<file path="config.mk">
export PLATFORM = sky130hd
export DESIGN_NAME = sram16_responder
export DESIGN_NICKNAME = d
export VERILOG_FILES = /design/src/rtl/sram16_responder.sv
export SDC_FILE = /design/constraint.sdc
export NUM_CORES = 1
export LEC_CHECK = 0
export ABC_CLOCK_PERIOD_IN_PS = 4050
export CAP_MARGIN = 10
export CORE_UTILIZATION = 45
export CTS_BUF_LIST = sky130_fd_sc_hd__clkbuf_8
export CTS_CLUSTER_DIAMETER = 60
export DETAILED_ROUTE_END_ITERATION = 10
export DONT_BUFFER_PORTS = 1
export PLACE_DENSITY = 0.58
export SLEW_MARGIN = 10
export SYNTH_ARGS = -nofsm -noshare
export SYNTH_HDL_FRONTEND = slang
export SYNTH_SLANG_ARGS = --single-unit
</file>
<file path="constraint.sdc">
create_clock -name clk -period 4.05 [get_ports clk]
set_input_delay 0.405 -clock clk [delete_from_list [all_inputs] [get_ports clk]]
set_output_delay 0.405 -clock clk [all_outputs]
set_load 0.005 [all_outputs]
</file>
<file path="src/rtl/sram16_responder.sv">
`default_nettype none
// ============================================================================
// Module      : sram16_responder
// Description : 32-bit refill/writeback bus responder driving a 16-bit async
//               SRAM as two big-endian half-word accesses with wait states.
// Revision    : 1.0 - initial release
// ============================================================================
module sram16_responder #(
    parameter int ADDR_WIDTH  = 20,
    parameter int WAIT_CYCLES = 1
) (
    input  logic                  clk,
    input  logic                  res,
    input  logic                  db_re,
    input  logic                  db_we,
    input  logic [31:0]           db_addr,
    input  logic [31:0]           db_dataOut,
    output logic [31:0]           db_dataIn,
    output logic                  db_ready,
    output logic [ADDR_WIDTH-1:0] sram_addr,
    output logic [15:0]           sram_dq_out,
    input  logic [15:0]           sram_dq_in,
    output logic                  sram_dq_oe,
    output logic                  sram_ce_n,
    output logic                  sram_oe_n,
    output logic                  sram_we_n
);

    localparam logic [1:0] c_IDLE = 2'd0;
    localparam logic [1:0] c_HI   = 2'd1;
    localparam logic [1:0] c_LO   = 2'd2;
    localparam logic [1:0] c_DONE = 2'd3;

    localparam logic [4:0] c_STRB_END = 5'(WAIT_CYCLES + 1);
    localparam logic [4:0] c_LAST     = 5'(WAIT_CYCLES + 2);

    logic [1:0]            r_state, w_state_nxt;
    logic [4:0]            r_cnt, w_cnt_nxt;
    logic                  r_op, w_op_nxt;          // 1 = write
    logic [ADDR_WIDTH-2:0] r_base, w_base_nxt;      // word address (half-word pair)
    logic [31:0]           r_wdata, w_wdata_nxt;
    logic [15:0]           r_rd_hi, r_rd_lo;
    logic                  w_busy_nxt, w_strobe_nxt;

    logic [31:0]           r_data_in;
    logic                  r_ready;
    logic [ADDR_WIDTH-1:0] r_sram_addr;
    logic [15:0]           r_dq_out;
    logic                  r_dq_oe, r_ce_n, r_oe_n, r_we_n;

    logic                  w_unused;
    assign w_unused = ^{db_addr[31:ADDR_WIDTH+1], db_addr[1:0]};

    always_comb begin
        w_state_nxt = r_state;
        w_cnt_nxt   = r_cnt;
        w_op_nxt    = r_op;
        w_base_nxt  = r_base;
        w_wdata_nxt = r_wdata;
        case (r_state)
            c_IDLE: begin
                if (db_we) begin
                    w_state_nxt = c_HI;
                    w_cnt_nxt   = 5'd0;
                    w_op_nxt    = 1'b1;
                    w_base_nxt  = db_addr[ADDR_WIDTH:2];
                    w_wdata_nxt = db_dataOut;
                end else if (db_re) begin
                    w_state_nxt = c_HI;
                    w_cnt_nxt   = 5'd0;
                    w_op_nxt    = 1'b0;
                    w_base_nxt  = db_addr[ADDR_WIDTH:2];
                end
            end
            c_HI: begin
                if (r_cnt == c_LAST) begin
                    w_state_nxt = c_LO;
                    w_cnt_nxt   = 5'd0;
                end else begin
                    w_cnt_nxt = r_cnt + 5'd1;
                end
            end
            c_LO: begin
                if (r_cnt == c_LAST) begin
                    w_state_nxt = c_DONE;
                    w_cnt_nxt   = 5'd0;
                end else begin
                    w_cnt_nxt = r_cnt + 5'd1;
                end
            end
            default: begin
                w_state_nxt = c_IDLE;
                w_cnt_nxt   = 5'd0;
            end
        endcase
        w_busy_nxt   = (w_state_nxt == c_HI) || (w_state_nxt == c_LO);
        w_strobe_nxt = w_busy_nxt && (w_cnt_nxt != 5'd0) && (w_cnt_nxt <= c_STRB_END);
    end

    // Pad outputs are registered from the next-state view so they line up
    // exactly with the state/cnt they describe.
    always_ff @(posedge clk) begin
        if (res) begin
            r_state     <= c_IDLE;
            r_cnt       <= 5'd0;
            r_op        <= 1'b0;
            r_base      <= '0;
            r_wdata     <= 32'd0;
            r_rd_hi     <= 16'd0;
            r_rd_lo     <= 16'd0;
            r_data_in   <= 32'd0;
            r_ready     <= 1'b0;
            r_sram_addr <= '0;
            r_dq_out    <= 16'd0;
            r_dq_oe     <= 1'b0;
            r_ce_n      <= 1'b1;
            r_oe_n      <= 1'b1;
            r_we_n      <= 1'b1;
        end else begin
            r_state <= w_state_nxt;
            r_cnt   <= w_cnt_nxt;
            r_op    <= w_op_nxt;
            r_base  <= w_base_nxt;
            r_wdata <= w_wdata_nxt;
            r_ready <= (w_state_nxt == c_DONE);
            r_ce_n  <= ~w_busy_nxt;
            r_oe_n  <= ~(w_strobe_nxt & ~w_op_nxt);
            r_we_n  <= ~(w_strobe_nxt & w_op_nxt);
            r_dq_oe <= w_busy_nxt & w_op_nxt;
            if (w_state_nxt == c_HI) begin
                r_sram_addr <= {w_base_nxt, 1'b0};
                r_dq_out    <= w_wdata_nxt[31:16];
            end else if (w_state_nxt == c_LO) begin
                r_sram_addr <= {w_base_nxt, 1'b1};
                r_dq_out    <= w_wdata_nxt[15:0];
            end
            // Sample read data on the edge that closes the final strobe cycle.
            if (!r_op && (r_cnt == c_STRB_END)) begin
                if (r_state == c_HI) begin
                    r_rd_hi <= sram_dq_in;
                end else if (r_state == c_LO) begin
                    r_rd_lo <= sram_dq_in;
                end
            end
            if (!r_op && (r_state == c_LO) && (w_state_nxt == c_DONE)) begin
                r_data_in <= {r_rd_hi, r_rd_lo};
            end
        end
    end

    assign db_dataIn   = r_data_in;
    assign db_ready    = r_ready;
    assign sram_addr   = r_sram_addr;
    assign sram_dq_out = r_dq_out;
    assign sram_dq_oe  = r_dq_oe;
    assign sram_ce_n   = r_ce_n;
    assign sram_oe_n   = r_oe_n;
    assign sram_we_n   = r_we_n;

endmodule
`default_nettype wire

</file>
==> results of run 1 <==
-- power by group through the flow --
| stage | sequential [mW] | combinational, mW | clock [mW] |
|---|---|---|---|
| floorplan | 1.75 | 0.241 | 0 |
| global placement | 1.76 | 0.262 | 0 |
| detailed placement | 1.77 | 0.272 | 0 |
| CTS | 1.73 | 0.283 | 1.22 |
| global route | 1.74 | 0.311 | 1.29 |
| finish | 1.73 | 0.280 | 1.18 |
-- cells by family (layout without fill, tap and decap cells) --
group,after synthesis,count (layout),share of synthesized area (%)
AO/OA/AOI/OAI,121,121,11.3
XOR/XNOR,3,3,0.413
adder cells (fa/ha/maj),10,10,1.96
buffers and inverters,57,49,4.09
flip-flops,164,164,51.6
multiplexers,65,65,13.4
AND/OR/NAND/NOR,260,260,17.3
-- final timing paths --
| path | start | endpoint | slack (ps) | depth (start not counted) |
|---|---|---|---|---|
| hold reg to reg | r_rd_lo[12] | db_dataIn[12] | 450 | 2 |
| setup reg to reg | r_cnt[0] | sram_oe_n | 750 | 9 |
| hold / removal | res | r_base[0] | 40 | 1 |
| setup / recovery | r_cnt[0] | sram_oe_n | 750 | 9 |
-- layout make-up --
class / instances / area share [%]
Clock inverter: 11 / 1.82
Timing Repair Buffer: 13 / 1.64
Multi-Input combinational cell: 459 / 41.2
Sequential cell: 164 / 47.8
Inverter: 5 / 0.273
Tap cell: 180 / 3.28
Clock buffer: 20 / 4.01
-- critical path, stage by stage, from the launching register on --
cell and delay (ps):
dfxtp_1 490, ha_1 270, or4b_2 630, a211oi_1 270, o21ai_0 180, nand2b_1 110
ha_1 350, or3_1 440, a221oi_1 290, nand4_1 140
-- cells in the final DEF, fill, tap and decap left out, types with 2 or more instances in the layout --
master | Yosys | routed
a21oi_1 | 87 | 87
a22o_1 | 19 | 19
a22oi_1 | 4 | 4
and2_2 | 1 | 2
buf_4 | 1 | 11
bufinv_16 | 0 | 2
clkbuf_8 | 0 | 20
clkinv_2 | 0 | 2
clkinvlp_4 | 0 | 5
dfxtp_1 | 164 | 164
ha_1 | 10 | 10
inv_1 | 5 | 5
inv_6 | 0 | 2
mux2i_1 | 49 | 49
mux4_2 | 16 | 16
nand2_1 | 170 | 170
nand2b_1 | 3 | 3
nand3_1 | 3 | 3
nand3b_1 | 3 | 3
nor2_1 | 55 | 55
nor2b_1 | 4 | 4
nor3_1 | 6 | 6
nor3b_1 | 2 | 2
o21bai_1 | 2 | 2
or2_2 | 2 | 2
xnor2_1 | 2 | 2
-- per-stage QoR --
stage               utilization (%)  instances  power (mW)
global placement               46.5        819        2.03
finish                         49.7        852        3.19
CTS                            49.7        852        3.23
global route                   49.7        852        3.34
detailed placement             46.5        819        2.04
floorplan                         -        680        1.99
-- per-layer routing --
metal  routed length (µm)  vias to the layer above  part of all wire (%)
met5                    0                        -                     0
met3                 1210                       21                   8.8
met1                 5660                     2184                    41
met4                  263                        0                   1.9
li1                     -                     2263                     -
met2                 6570                      128                    48
-- state kept, by name (all words and copies together), names as in the netlist --
signal / count
db_dataIn: 32
r_wdata: 32
sram_addr: 20
r_base: 19
r_rd_hi: 16
r_rd_lo: 16
sram_dq_out: 16
r_cnt: 5
r_state: 2
db_ready: 1
r_op: 1
sram_ce_n: 1
sram_dq_oe: 1
sram_oe_n: 1
sram_we_n: 1
==> flow_summary.json, run 1 <==
{
  "fin_nets": 754,
  "post-route-min-period_ps": 3300,
  "overflow": 0,
  "grt_pass1_wl_mm": 22.0,
  "synth_nets": 774,
  "slew_headroom_pct": 25.9,
  "drcViolationCount": 0,
  "regArea_um2": 3280,
  "wire_per_inst_um": 16.1,
  "ys_types": 46,
  "ys_top_cells_by_count": "nand2_1 (170), dfxtp_1 (164), a21oi_1 (87)",
  "ctsHoldBuffers": 2,
  "cts_num_sinks": 164,
  "p_per_area_nw_per_um2": 464,
  "async_flop_share_pct": 0,
  "use_met1_pct": 22.9,
  "clockPowerShare_pct": 37.0,
  "yosysSeqAreaShare_pct": 51.6,
  "maxCapViolCount": 0,
  "synthFlopType": "dfxtp_1",
  "syn-cell-area_um2": 6370,
  "grt.met2_usage_pct": 31.0,
  "grt_pass1_vias": 4415,
  "cp.arrival_ps": 3620,
  "p_comb_share_pct": 8.8,
  "core_um2": 13800,
  "cts_buffer_depth": 2,
  "status": "completed",
  "power_frac_seq_pct": 54.3,
  "diodes": 0,
  "ys_ff_latch": 164,
  "gr-usage-met3_pct": 7.57,
  "yosysTopAreaCellShare_pct": 51.6,
  "multi_input_area_um2": 2830,
  "post_drt_via_cell_ratio": 5.39,
  "worstSetupStartpointType": "flip-flop",
  "rows": 43,
  "fin_ws_ps": 747,
  "cts_resized": 0,
  "place_area_um2": 6440,
  "holdWs_ps": 40.7,
  "rsz0062_at_grt": "no",
  "synth-edff-count": 0,
  "power.net_switching_uw": 783,
  "chipWidth_um": 121,
  "worstSetupPathType": "flip-flop to flip-flop",
  "antenna_found_initial": 0,
  "final_hold_viol_count": 0,
  "synth_most_common_cell": "nand2_1",
  "io_pins": 157,
  "synth_warnings": 0,
  "hold_class": "input port to flip-flop",
  "worst_pin_slew_ps": 1110,
  "stdcell_area_um2": 6870,
  "globalRouteTotalUtil_pct": 19.3,
  "intPower_mw": 2.40,
  "slew_viol_final": 0,
  "netlist_top_cells_area": "dfxtp_1 (52%), nand2_1 (10%), mux2i_1 (7.7%)",
  "ant_nets": 0,
  "peakVddDrop_mv": 0.265,
  "clk-insertion-delay-late_ps": 450,
  "switching_share_pct": 24.6,
  "routed_wl_mm": 13.7,
  "cts_made_buffers": 17,
  "clkSlewWorstSetupHoldPaths_ps": 80,
  "cp-end-kind": "flip-flop",
  "hpwl_mm": 8.68,
  "place_congestion": 0.770,
  "synth_area_leader_cell": "dfxtp_1",
  "postCtsSetupBuffers": 0,
  "dieArea_um2": 14600,
  "grt_start_max_net_pins": 103,
  "num_vias": 4596,
  "final-setup-viol-count": 0,
  "finClkSkew_ps": 9.52,
  "port_buffers": 0,
  "fin_setup_tns_ps": 0,
  "final.period_utilization_pct": 81.5,
  "drive_above_1_share_pct": 9.97,
  "crit_required_ps": 4370,
  "worstPathMaxFanout": 9,
  "avgSynthCellArea_um2": 9.37,
  "drt_pass1_iterations": 4,
  "drt_iter0_markers": 192,
  "netlist_instances": 680,
  "ctsHtreeMaxLevel": 4,
  "cts_tree": "built",
  "place_ws_ps": 757,
  "max_freq_mhz": 303,
  "fill_cells": 1274,
  "start_util_pct": 46.1,
  "busiest_layer": "met2",
  "dieHeight_um": 121,
  "p_leak_nw": 2.61,
  "cts-root-buf": "clkbuf_8",
  "syn2layout_area_growth_pct": 7.82
}
Power figures use the tool's default switching activity.
==> inputs of run 2 (changes only) <==
Settings changed: ABC_AREA set to 1, ABC_CLOCK_PERIOD_IN_PS 4050 to 3100.
Clock period 4.05 ns to 3.1 ns, I/O delays scaled along.
==> run 2 against run 1 <==
  * Die area down 3.7%
  * Global-route usage up 1.7 points
  * Worst setup slack worse by 330 ps
  * Critical path type unchanged
  * Maximum frequency up 23%
  * Utilization up 1.5 points
  * Routed wire length up 2.4%
  * Largest power group unchanged
  * Clock skew up 1.4 ps
  * Non-clock buffer count up 14
  * Synthesized cell count up 11%
==> flow_summary.json, run 2 <==
{
  "status": "completed",
  "holdWs_ps": 29.8,
  "overflow": 0,
  "wire_per_inst_um": 14.8,
  "final_cell_mix": "dfxtp_1 (164), nor2_1 (145), nand2_1 (116), o21ai_0 (94), nand3_1 (44)",
  "async_flop_share_pct": 0,
  "crit_required_ps": 3450,
  "crit-reg2reg-launch": "r_state[0]",
  "syn2layout_area_growth_pct": 10.5,
  "final-setup-viol-count": 0,
  "slew_headroom_pct": 58.0,
  "synth_area_leader_cell": "dfxtp_1",
  "rr_endpoint": "sram_addr[1]",
  "drt-met1-wl_mm": 5.80,
  "dr_wl_met2_mm": 6.76,
  "fin_nets": 851,
  "final.period_utilization_pct": 86.6,
  "p_leak_nw": 2.94,
  "dieHeight_um": 119,
  "cts_num_sinks": 164,
  "drt_iter0_markers": 252,
  "power_mw": 4.19,
  "ys_ff_latch": 164,
  "clkSlewWorstSetupHoldPaths_ps": 80,
  "synth_nets": 848,
  "synth_most_common_cell": "dfxtp_1",
  "fin_util_pct": 51.2,
  "synth-edff-count": 0,
  "worstSetupPathType": "flip-flop to flip-flop",
  "cts_tree": "built",
  "maxCapViolCount": 0,
  "hpwl_mm": 9.34,
  "hold_path_end": "r_rd_lo[3]",
  "dieArea_um2": 14100,
  "met3_length_mm": 1.25,
  "port_buffers": 0,
  "netlist_top_cells_area": "dfxtp_1 (54%), nor2_1 (8.9%), o21ai_0 (7.7%)",
  "diodes": 0,
  "netlist_instances": 754,
  "syn-cell-area_um2": 6130,
  "rsz0062_at_grt": "no",
  "synth_top_family_by_area": "simple AND/OR/NAND/NOR gates",
  "rows": 42,
  "synth_xor_area_share_pct": 0,
  "grt_pass1_wl_mm": 23.0,
  "chipWidth_um": 119,
  "grt_start_max_net_pins": 65,
  "yosysTopAreaCellShare_pct": 53.5,
  "post-route-min-period_ps": 2680,
  "synthMuxAreaShare_pct": 5.22,
  "place_congestion": 0.845,
  "ant_nets": 0,
  "fin_setup_tns_ps": 0,
  "finClkSkew_ps": 10.9,
  "antenna_found_initial": 0,
  "ctsHtreeMaxLevel": 4,
  "start_util_pct": 46.3,
  "avgSynthCellArea_um2": 8.13,
  "synthFlopType": "dfxtp_1",
  "num_vias": 4848,
  "stdcell_area_um2": 6780,
  "cts_made_buffers": 17,
  "place_area_um2": 6210,
  "core_um2": 13200,
  "cts_buffer_depth": 2,
  "cp.arrival_ps": 3030,
  "worstPathMaxFanout": 36,
  "postCtsSetupBuffers": 0,
  "drt_pass1_iterations": 4,
  "reg2reg_depth": 14,
  "drive_above_1_share_pct": 8.31,
  "ys_top_cells_by_count": "dfxtp_1 (164), nor2_1 (145), nand2_1 (116)",
  "synth_simple_gate_area_share_pct": 22.2,
  "grt_pass1_vias": 4656,
  "worst_pin_slew_ps": 629,
  "r2r_slack_ps": 420,
  "p_per_area_nw_per_um2": 619,
  "ys_types": 23,
  "highest_layer": "met4",
  "synth_warnings": 0,
  "drcViolationCount": 0,
  "synthAdderAreaFrac_pct": 2.04,
  "post_drt_via_cell_ratio": 5.12,
  "worstSetupStartpointType": "flip-flop",
  "slew_viol_final": 0,
  "hp-start": "sram_dq_in[3]",
  "cts-root-buf": "clkbuf_8",
  "clk-insertion-delay-late_ps": 450,
  "routed_wl_mm": 14.0,
  "yosysSeqAreaShare_pct": 53.5,
  "cp-end-kind": "flip-flop",
  "mostFrequentLayoutCell": "dfxtp_1",
  "final_hold_viol_count": 0,
  "hold_class": "input port to flip-flop",
  "synth_compound_area_share_pct": 11.0,
  "io_pins": 157,
  "max_freq_mhz": 373,
  "peakVddDrop_mv": 0.305,
  "min_path_cells": 2,
  "globalRouteTotalUtil_pct": 21.0
}
==> run 2: critical path, cell delays in order (launching register included) <==
cell,delay [ps]
dfxtp_1,390
inv_1,110
ha_1,290
nand2_1,130
inv_1,80
o21ai_0,170
nand3b_1,90
nand2_1,110
inv_1,70
ha_1,290
buf_4,390
nor2_2,80
buf_4,220
nand2_1,90
nand2_1,50
==> run 2: final cells by class <==
class | instances | area (µm²)
clock inverter | 14 | 129
tap | 176 | 220
inverter | 41 | 154
multi-input combinational | 506 | 2480
fill | 1323 | 6470
timing repair buffer | 27 | 258
sequential | 164 | 3280
clock buffer | 18 | 248
==> run 2: worst max-delay path by stage <==
stage	start	to	slack, ps	cells after the start
after detailed placement	r_state[0]	sram_addr[10]	460	14
after global placement	r_state[0]	sram_addr[13]	550	14
after global routing	r_state[0]	sram_addr[5]	130	14
final	r_state[0]	sram_addr[1]	420	14
after floorplan	r_state[0]	sram_addr[10]	740	14
after CTS	r_state[0]	sram_addr[3]	450	14
==> run 2: power by group <==
group	switching, mW	leakage, nW	internal, mW
clock	0.794	0.186	0.662
sequential	0.0694	1.34	2.23
combinational	0.290	1.41	0.153
total	1.15	2.94	3.04
==> run 2: cell families after synthesis <==
kind of cell,count (synthesis)
compound gates,135
simple gates,329
flops,164
buf+inv,84
fa+ha+maj,10
mux,32
==> run 2: metrics by stage <==
stage                     worst slack [ps]  std cells
final                                  416        946
after global routing                   128        946
after CTS                              447        946
after detailed placement               462        896
after global placement                 550        896
after floorplan                        743        754
==> run 2: what timing repair did <==
item	4_1_cts	5_1_grt
hold endpoints to repair	52	0
hold buffers	18	0
gates resized for setup	0	0
==> run 2: metal layers <==
metal	vias to the layer above	track usage (%)
met2	125	35.1
met4	0	8.78
met3	19	9.07
met1	2263	23.2
met5	-	0
li1	2441	-
==> inputs of run 3 (changes only) <==
Settings changed: ABC_CLOCK_PERIOD_IN_PS 3100 to 3300, CORE_UTILIZATION 45 to 40, PLACE_DENSITY 0.58 to 0.52.
Clock period 3.1 ns to 3.3 ns, I/O delays scaled along.
==> run 3 against run 2 <==
  * Clock skew up 0.58 ps
  * Utilization down 5.8 points
  * Final area down 1.3%
  * Routed wire length up 1.3%
  * Die area up 12%
  * Cell count down 0.95%
  * Global-route usage down 2.3 points
  * Sequential power down 6%
  * Clock-buffer cell count up 1
  * Highest routed layer unchanged
==> flow_summary.json, run 3 (synthesized netlist as in run 2, its figures left out) <==
{
  "peakVddDrop_mv": 0.289,
  "fill_cells": 1505,
  "highest_layer": "met4",
  "dr_wl_met2_mm": 6.76,
  "fin_nets": 835,
  "fin_setup_tns_ps": 0,
  "place_congestion": 0.813,
  "final_cell_mix": "dfxtp_1 (164), nor2_1 (145), nand2_1 (116), o21ai_0 (94), nand3_1 (44)",
  "status": "completed",
  "post-route-min-period_ps": 2690,
  "rows": 44,
  "ctsHtreeMaxLevel": 4,
  "drcViolationCount": 0,
  "mostFrequentLayoutCell": "dfxtp_1",
  "dieHeight_um": 126,
  "maxCapViolCount": 0,
  "drt_iter0_markers": 278,
  "worstSetupStartpointType": "flip-flop",
  "worstSetupPathType": "flip-flop to flip-flop",
  "drt_pass1_iterations": 6,
  "slew_viol_final": 0,
  "finClkSkew_ps": 11.5,
  "p_leak_nw": 2.92,
  "port_buffers": 0,
  "grt_pass1_vias": 4595,
  "grt_start_max_net_pins": 115,
  "holdWs_ps": 50.9,
  "cts_tree": "built",
  "ctsHoldBuffers": 2,
  "post_drt_via_cell_ratio": 5.03,
  "slew_headroom_pct": 33.1,
  "syn2layout_area_growth_pct": 9.10,
  "crit_required_ps": 3590,
  "hold_class": "input port to flip-flop",
  "cts_made_buffers": 17,
  "grt_pass1_wl_mm": 23.3,
  "drive_above_1_share_pct": 8.23,
  "final.period_utilization_pct": 81.5,
  "globalRouteTotalUtil_pct": 18.7,
  "cp-end-kind": "flip-flop",
  "core_um2": 14800,
  "cts_resized": 0,
  "cp.arrival_ps": 2980,
  "cts_buffer_depth": 2,
  "drt-met1-wl_mm": 6.07,
  "met3_length_mm": 1.05,
  "worst_pin_slew_ps": 1000,
  "io_pins": 157,
  "postCtsSetupBuffers": 0,
  "max_freq_mhz": 372,
  "cts-root-buf": "clkbuf_8",
  "hpwl_mm": 9.38,
  "clk-insertion-delay-late_ps": 440,
  "start_util_pct": 41.6,
  "routed_wl_mm": 14.2,
  "p_per_area_nw_per_um2": 619,
  "final_hold_viol_count": 0,
  "antenna_found_initial": 0,
  "stdcell_area_um2": 6690,
  "chipWidth_um": 126,
  "cts_num_sinks": 164,
  "wire_per_inst_um": 15.2,
  "rsz0062_at_grt": "no",
  "overflow": 0,
  "ant_nets": 0,
  "power_mw": 4.14,
  "num_vias": 4709,
  "dieArea_um2": 15800,
  "diodes": 0,
  "final-setup-viol-count": 0,
  "clkSlewWorstSetupHoldPaths_ps": 90,
  "place_area_um2": 6220,
  "worstPathMaxFanout": 18
}
-- run 3: cell count changes in the layout (fill, tap and decap cells not counted), sizes merged --
cell,before,now
clkinv,7,6
clkbuf,18,19
dlygate4sd3,17,1
inv,44,43
bufinv,1,4
clkinvlp,3,0
-- run 3: area by class of cell --
| type | instances | area (µm²) | share of cell area, % |
|---|---|---|---|
| flip-flops and latches | 164 | 3280 | 49.1 |
| clock buffers | 19 | 262 | 3.91 |
| well taps | 184 | 230 | 3.44 |
| clock inverters | 12 | 180 | 2.69 |
| inverters | 41 | 154 | 2.30 |
| repair buffers | 11 | 97.6 | 1.46 |
| multi-input cells | 506 | 2480 | 37.1 |
-- run 3: layer usage --
metal	GRT usage, %	vias up
met4	8.50	0
met5	0	-
li1	-	2411
met2	31.5	112
met3	6.97	19
met1	21.1	2167
-- run 3: through the flow --
stage,cells,util [%],setup WS (ps)
final,937,45.3,611
after global routing,937,45.3,272
after CTS,937,45.3,587
after detailed placement,904,42.1,617
after global placement,904,42.1,694
after floorplan,754,-,943
-- run 3: power by group --
part           total, mW  leakage (nW)  internal (mW)  switching [mW]
Clock               1.58         0.229          0.865           0.717
Combinational      0.401          1.35          0.133           0.268
Sequential          2.16          1.34           2.09          0.0655
Total               4.14          2.92           3.09            1.05
-- run 3: final timing paths --
kind | startpoint | to | slack (ps) | depth (start not counted)
min reg2reg | r_rd_hi[15] | db_dataIn[31] | 440 | 2
max | r_state[0] | sram_dq_out[3] | 610 | 12
min | db_dataOut[11] | r_wdata[11] | 50 | 2
max reg2reg | r_state[0] | sram_dq_out[3] | 610 | 12
-- run 3: worst max-delay path, cell delays in order, from the launching register on --
cell	delay (ps)
dfxtp_1	390
inv_1	110
ha_1	290
nand2_1	110
inv_1	70
o21ai_0	160
nand3b_1	100
nand2_1	120
inv_1	80
ha_1	320
inv_1	60
nand2_1	510
o21ai_0	220
